===== src/rtl/addr_seq_tr.sv =====
`default_nettype none
// ============================================================================
// Module      : addr_seq_tr
// Description : Multi-cycle unsigned adder. Adds A+B one CHUNK-bit slice per
//               clock with a rippling carry register. An optional
//               time-redundant second pass recomputes the sum with operands
//               swapped and flags any pass-1/pass-2 mismatch.
// Ports       : clk, rst           - clock, synchronous active-high reset
//               in_valid/in_ready  - operand handshake (a, b, tr_en, fi_en)
//               out_valid/out_ready- result handshake (sum, err)
//               sum                - WIDTH+1 bit result, MSB is carry-out
//               err                - mismatch flag for the current result
//               err_cnt            - saturating count of erroneous results
// Revision    : 1.0 - initial release
// ============================================================================
module addr_seq_tr #(
    parameter int WIDTH = 16,
    parameter int CHUNK = 4,
    parameter int ERRW  = 8
) (
    input  logic             clk,
    input  logic             rst,
    input  logic             in_valid,
    output logic             in_ready,
    input  logic [WIDTH-1:0] a,
    input  logic [WIDTH-1:0] b,
    input  logic             tr_en,
    input  logic             fi_en,
    output logic             out_valid,
    input  logic             out_ready,
    output logic [WIDTH:0]   sum,
    output logic             err,
    output logic [ERRW-1:0]  err_cnt
);

    localparam int c_n  = WIDTH / CHUNK;
    localparam int c_kw = (c_n > 1) ? $clog2(c_n) : 1;
    localparam logic [c_kw-1:0] c_k_last = c_kw'(c_n - 1);

    localparam logic [1:0] S_IDLE  = 2'd0;
    localparam logic [1:0] S_PASS1 = 2'd1;
    localparam logic [1:0] S_PASS2 = 2'd2;
    localparam logic [1:0] S_DONE  = 2'd3;

    logic [1:0]       r_state;
    logic [1:0]       w_state_nx;

    logic [WIDTH-1:0] r_a;
    logic [WIDTH-1:0] r_b;
    logic             r_tr;
    logic             r_fi;
    logic             r_c;
    logic [c_kw-1:0]  r_k;
    logic [WIDTH:0]   r_r1;
    logic [WIDTH:0]   r_r2;
    logic [WIDTH:0]   r_sum;
    logic             r_err;
    logic [ERRW-1:0]  r_err_cnt;

    logic [CHUNK-1:0] w_sa;
    logic [CHUNK-1:0] w_sb;
    logic [CHUNK:0]   w_add;
    logic [CHUNK-1:0] w_s;
    logic             w_last;
    logic [WIDTH:0]   w_r1_nx;
    logic [WIDTH:0]   w_r2_nx;
    logic             w_mis;

    assign w_last = (r_k == c_k_last);

    // Slice datapath. Selects use constant indices under a compare on k so
    // every part-select is static.
    always_comb begin
        w_sa = '0;
        w_sb = '0;
        for (int i = 0; i < c_n; i++) begin
            if (r_k == c_kw'(i)) begin
                w_sa = r_a[i*CHUNK +: CHUNK];
                w_sb = r_b[i*CHUNK +: CHUNK];
            end
        end

        // Second pass swaps operand roles so a fault tied to one operand
        // path shows up differently in the two results.
        if (r_state == S_PASS2) begin
            w_add = {1'b0, w_sb} + {1'b0, w_sa} + {{CHUNK{1'b0}}, r_c};
        end else begin
            w_add = {1'b0, w_sa} + {1'b0, w_sb} + {{CHUNK{1'b0}}, r_c};
        end

        w_s = w_add[CHUNK-1:0];
        // Fault-injection hook: corrupt bit 0 of the first pass-1 slice.
        if ((r_state == S_PASS1) && r_fi && (r_k == '0)) begin
            w_s[0] = ~w_s[0];
        end

        // Next images of r1/r2 include the current slice so the final edge
        // can load the complete result straight into sum.
        w_r1_nx = r_r1;
        w_r2_nx = r_r2;
        for (int i = 0; i < c_n; i++) begin
            if (r_k == c_kw'(i)) begin
                w_r1_nx[i*CHUNK +: CHUNK] = w_s;
                w_r2_nx[i*CHUNK +: CHUNK] = w_s;
            end
        end
        if (w_last) begin
            w_r1_nx[WIDTH] = w_add[CHUNK];
            w_r2_nx[WIDTH] = w_add[CHUNK];
        end
    end

    assign w_mis = (r_r1 != w_r2_nx);

    // ------------------------------------------------------------------
    // FSM
    // ------------------------------------------------------------------
    always_ff @(posedge clk) begin
        if (rst) begin
            r_state <= S_IDLE;
        end else begin
            r_state <= w_state_nx;
        end
    end

    always_comb begin
        w_state_nx = r_state;
        case (r_state)
            S_IDLE: begin
                if (in_valid) begin
                    w_state_nx = S_PASS1;
                end
            end
            S_PASS1: begin
                if (w_last) begin
                    w_state_nx = r_tr ? S_PASS2 : S_DONE;
                end
            end
            S_PASS2: begin
                if (w_last) begin
                    w_state_nx = S_DONE;
                end
            end
            S_DONE: begin
                if (out_ready) begin
                    w_state_nx = S_IDLE;
                end
            end
            default: w_state_nx = S_IDLE;
        endcase
    end

    // ------------------------------------------------------------------
    // Datapath registers
    // ------------------------------------------------------------------
    always_ff @(posedge clk) begin
        if (rst) begin
            r_a       <= '0;
            r_b       <= '0;
            r_tr      <= 1'b0;
            r_fi      <= 1'b0;
            r_c       <= 1'b0;
            r_k       <= '0;
            r_r1      <= '0;
            r_r2      <= '0;
            r_sum     <= '0;
            r_err     <= 1'b0;
            r_err_cnt <= '0;
        end else begin
            case (r_state)
                S_IDLE: begin
                    if (in_valid) begin
                        r_a  <= a;
                        r_b  <= b;
                        r_tr <= tr_en;
                        r_fi <= fi_en;
                        r_c  <= 1'b0;
                        r_k  <= '0;
                    end
                end
                S_PASS1: begin
                    r_r1 <= w_r1_nx;
                    r_c  <= w_add[CHUNK];
                    r_k  <= r_k + 1'b1;
                    if (w_last) begin
                        r_c <= 1'b0;
                        r_k <= '0;
                        if (!r_tr) begin
                            r_sum <= w_r1_nx;
                            r_err <= 1'b0;
                        end
                    end
                end
                S_PASS2: begin
                    r_r2 <= w_r2_nx;
                    r_c  <= w_add[CHUNK];
                    r_k  <= r_k + 1'b1;
                    if (w_last) begin
                        r_c   <= 1'b0;
                        r_k   <= '0;
                        r_sum <= w_r2_nx;
                        r_err <= w_mis;
                        if (w_mis && (r_err_cnt != {ERRW{1'b1}})) begin
                            r_err_cnt <= r_err_cnt + 1'b1;
                        end
                    end
                end
                default: ;
            endcase
        end
    end

    assign in_ready  = (r_state == S_IDLE) && !rst;
    assign out_valid = (r_state == S_DONE);
    assign sum       = r_sum;
    assign err       = r_err;
    assign err_cnt   = r_err_cnt;

endmodule
`default_nettype wire


===== config.mk =====
export PLATFORM = sky130hd
export DESIGN_NAME = addr_seq_tr
export DESIGN_NICKNAME = d
export VERILOG_FILES = /design/src/rtl/addr_seq_tr.sv
export SDC_FILE = /design/constraint.sdc
export NUM_CORES = 1
export LEC_CHECK = 0
export ABC_AREA = 1
export BUFFER_PORTS_ARGS = -buffer_cell sky130_fd_sc_hd__buf_2
export CORE_MARGIN = 5
export CORE_UTILIZATION = 55
export CTS_CLUSTER_DIAMETER = 80
export DETAILED_ROUTE_END_ITERATION = 8
export PLACE_DENSITY_LB_ADDON = 0.15
export SYNTH_ARGS = -nofsm -noshare
export SYNTH_HDL_FRONTEND = slang
export SYNTH_SLANG_ARGS = --single-unit

===== constraint.sdc =====
create_clock -name clk -period 9.15 [get_ports clk]
set_input_delay 1.83 -clock clk [delete_from_list [all_inputs] [get_ports clk]]
set_output_delay 1.83 -clock clk [all_outputs]
set_load 0.05 [all_outputs]

Word level (Yosys, flattened, before mapping)
Index checks and enable logic that the tools add are counted.
- bits in registers: 99
- input port bits: 38
- add/sub/neg operators: 4
- eq/ne operators: 13
- multiplexer cells: 39
- bitwise logic cells: 1
- reductions and logical operators: 15
- operator list (kind ; number):
    4-bit 2-to-1 mux ; 16
    17-bit 2-to-1 mux ; 3
    17-bit one-hot mux with 2 select lines ; 1
    17-bit != test ; 1
    2-bit 2-to-1 mux ; 6
    1-bit 2-to-1 mux ; 9
    8-bit by 1-bit adder with 8-bit output, second input constant ; 1
    2-bit equality test, second input constant ; 4
    2-bit != test, second input constant ; 4
    8-bit != test, second input constant ; 1
    2-bit one-hot mux with 4 select lines ; 1
    4-bit AND reduction ; 2
    4-bit by 4-bit adder with 5-bit output ; 1
    5-bit by 1-bit adder with 5-bit output ; 1
    2-bit by 1-bit equality test with 1-bit output, second input constant ; 2
    1-bit logical AND ; 4
    2-bit logical NOT ; 2
    1-bit one-hot mux with 2 select lines ; 2
    2-bit one-hot mux with 2 select lines ; 1
    2-bit AND reduction ; 2
    2-bit nonzero test ; 2
    3-bit AND reduction ; 1
    2-bit by 1-bit adder with 2-bit output, second input constant ; 1
    2-bit by 1-bit != test with 1-bit output, second input constant ; 1
    other kinds (3) ; 3

Logic depth before layout (Yosys ltp)
- word-level depth: 13
- depth in mapped cells: 26
- mapped depth without buffers: 26

Worst setup path after synthesis
No wires, ideal clock.
- path kind: input-to-output
- start: input port rst
- end: output port in_ready
- arrival time: 2.683 ns
- data required time: 7.320 ns
- path slack: 4.637 ns
- cell stages on the path: 2
- path buffers: 1
- cell sequence: clkbuf_1 nor2_1
- word-level cells in the longest chain between the ends: 2
- RTL lines (item ; line ; RTL):
    start, declared ; 22 ; input logic rst,
    1-bit logical NOT ; 213 ; assign in_ready = (r_state == S_IDLE) && !rst;
    1-bit logical AND ; 213 ;
    end, declared ; 24 ; output logic in_ready,
Every way passes these cells.

Worst setup path in the final report
Ends and elaborated chain as after synthesis.

==> impl_metrics.ini <==
[critical_path]
rr_startpoint = r_k[1]
crit_start = rst
max_stage_delay_ns = 0.59
reg2reg_to = err_cnt[1]
cp.required_ns = 7.32
reg2reg_depth = 20
cp_max_fo = 40
crit_buf_inv = 2
cp_top_family = buffers and inverters
path_class = in -> out
critPathLaunchType = input port
crit_slowest_cell = buf_2
r2r_setup_slack_ns = 4.81
path_cells = buf_2, nor2_1, buf_2
crit_cells = 3
cp_common_cell = buf_2
arrival_ns = 2.79
critPathCaptureType = output pin
setup.worst_path.end = in_ready

[die]
die_w_um = 105.3
die_h_um = 105.3
initial_utilization = 0.5676
fp-row-count = 34
num_io_pins = 66
dieArea_um2 = 11090
coreArea_um2 = 8806

[global_route]
grt_start_max_net_pins = 62
grt_antenna_before_repair = 0
grt_pass1_wl_um = 20400
overflow = 0
track_usage = 0.2177
grt_pass1_vias = 4560

[clocking]
cts.sinks = 99
post_cts_buffers = 0
path_clk_slew_ns = 0.10
post_cts.resized_instances = 0
clock_latency_ns = 0.35
htreeDepth = 3
cts_made_buffers = 9
cts-hold-fix-buffers = 0
cts_tree = yes
clock_path_buffers = 2
cts_root_buf = clkbuf_8

[finish]
register_area_um2 = 1982
num_antenna_cells = 0
fin_cells = 898
final_area_um2 = 5517
area.growth.synth_to_final_pct = 10.36
final_nets = 838
multiInputGateArea_um2 = 2479
drive_above_1_share = 0.1228
n_fill_cell = 826

[sta]
setup_viol = 0
hold_viol = 0
clock_skew_ns = 0.01203
fin_tns_setup_ns = 0
relSlewSlack = 0.2890
worstMarginPinSlew_ns = 1.060
maxSlewViolCount = 0
max_freq_mhz = 216.5
fin_crit_sh = 0.5049
fin_crit_ns = 4.620
rsz0062_at_grt = no
hold_ws_ns = 0.4731

[placement]
numPortBuffers = 65
post_dp_cell_area_um2 = 5315
gp_congestion = 0.8425
place_inst = 883
dp_hpwl_um = 8235

[synthesis]
yosysSeqAreaShare = 0.3965
ys_seq_elements = 99
avgSynthCellArea_um2 = 6.728
synth_area_um2 = 4999
ys_warn_count = 0
ys_types = 31
synth.net_count = 795
synthCells = 743

[drt]
ant_nets = 0
wire_per_inst_um = 13.49
dr.pass1.iters = 6
vias_per_cell = 5.379
drtIter0Drc = 312
vias = 4830
wl_um = 12120
drc = 0

[status]
status = finished clean

[worst_hold_path]
hp-class = reg -> reg
hold_depth = 2

[pwr]
peakVddDrop_uv = 139.2
cellPowerDensity_nw_per_um2 = 311.7
leakage_nw = 2.659

[run]
maxCapViolCount = 0
==> worst min-delay path: cells and delay by family, from the launching register on <==
kind | cells | cell delay (ns)
AND/OR/NAND/NOR | 1 | 0.06
AO/OA/AOI/OAI | 1 | 0.05
flip-flops | 1 | 0.32
==> stage by stage <==
stage | total power [mW] | utilization | worst slack, ns
6_report | 1.719 | 0.6265 | 4.530
5_1_grt | 1.862 | 0.6265 | 4.421
4_1_cts | 1.719 | 0.6265 | 4.555
3_5_place_dp | 1.432 | 0.6036 | 4.554
3_3_place_gp | 1.404 | 0.6036 | 4.544
2_1_floorplan | 1.240 | - | 4.637
==> power by group <==
part	switching, mW	internal (mW)
combinational	0.594	0.255
clock	0.146	0.140
sequential	0.0520	0.532
==> final cells by class <==
class / instances / area share
well taps: 108 / 0.02450
repair buffers: 70 / 0.06577
inverters: 95 / 0.06464
flip-flops and latches: 99 / 0.3593
multi-input cells: 511 / 0.4493
clock inverters: 4 / 0.009072
clock buffers: 11 / 0.02744
==> worst min path at each step <==
stage,start,end
5_1_grt,r_r2[0],r_r2[0]
6_report,r_r2[6],r_r2[6]
3_3_place_gp,r_r2[3],r_r2[3]
4_1_cts,r_r2[0],r_r2[0]
2_1_floorplan,r_r2[2],r_r2[2]
3_5_place_dp,r_r2[0],r_r2[0]
==> cell families after synthesis <==
kind of cell	count (synthesis)	synth area share
XOR/XNOR	1	0.001753
buffers and inverters	133	0.1076
adder cells (fa/ha/maj)	14	0.03805
AND/OR/NAND/NOR	324	0.2693
AO/OA/AOI/OAI	172	0.1867
flip-flops	99	0.3965
==> metal layers <==
layer	vias up	track usage	wire [µm]
li1	2497	-	-
met1	2210	0.2845	5589
met2	105	0.3784	5793
met3	18	0.02873	555
met4	0	0.05811	180
met5	-	0	0
==> state kept, by name, summed over array words and instances (netlist names) <==
| name | flops |
|---|---|
| err | 1 |
| err_cnt | 8 |
| r_a | 16 |
| r_b | 16 |
| r_c | 1 |
| r_fi | 1 |
| r_k | 2 |
| r_r1 | 17 |
| r_r2 | 17 |
| r_state | 2 |
| r_tr | 1 |
| sum | 17 |
==> synthesized netlist by cell type, drive strengths merged <==
| master | number | area share |
|---|---|---|
| nand2 | 156 | 0.12 |
| dfxtp | 99 | 0.40 |
| nor2 | 96 | 0.073 |
| inv | 91 | 0.068 |
| o21ai | 89 | 0.089 |
| nand3 | 58 | 0.060 |
| a21oi | 54 | 0.055 |
| clkbuf | 25 | 0.019 |
| o211ai | 15 | 0.023 |
| buf | 13 | 0.018 |
| ha | 12 | 0.030 |
| nand4 | 9 | 0.011 |
| a22oi | 6 | 0.0090 |
| a31oi | 5 | 0.0063 |
| clkinv | 4 | 0.0030 |
| fa | 2 | 0.0080 |
| nor3 | 2 | 0.0020 |
| nor4 | 2 | 0.0025 |
| a211oi | 1 | 0.0015 |
| a221oi | 1 | 0.0018 |
| a22o | 1 | 0.0018 |
| or2 | 1 | 0.0013 |
| xor2 | 1 | 0.0018 |
==> cells in the final DEF, fill, tap and decap left out, types with 2 or more instances in the layout <==
cell        Yosys  routed
inv_2           2       2
nand3_1        56      56
nor4_1          2       2
buf_4           3       5
nor3_1          2       2
clkinvlp_4      0       2
nor2_1         95      95
dfxtp_1        99      99
a31oi_1         5       5
o21ai_0        89      89
clkbuf_8        0      11
o211ai_1       15      15
inv_1          89      89
buf_2           4      65
clkinv_1        4       4
a21oi_1        53      53
fa_1            2       2
nand3_2         2       2
ha_1           12      12
a22oi_1         6       6
nand4_1         9       9
nand2_2         5       5
nand2_1       151     151
Power figures use the tool's default switching activity.
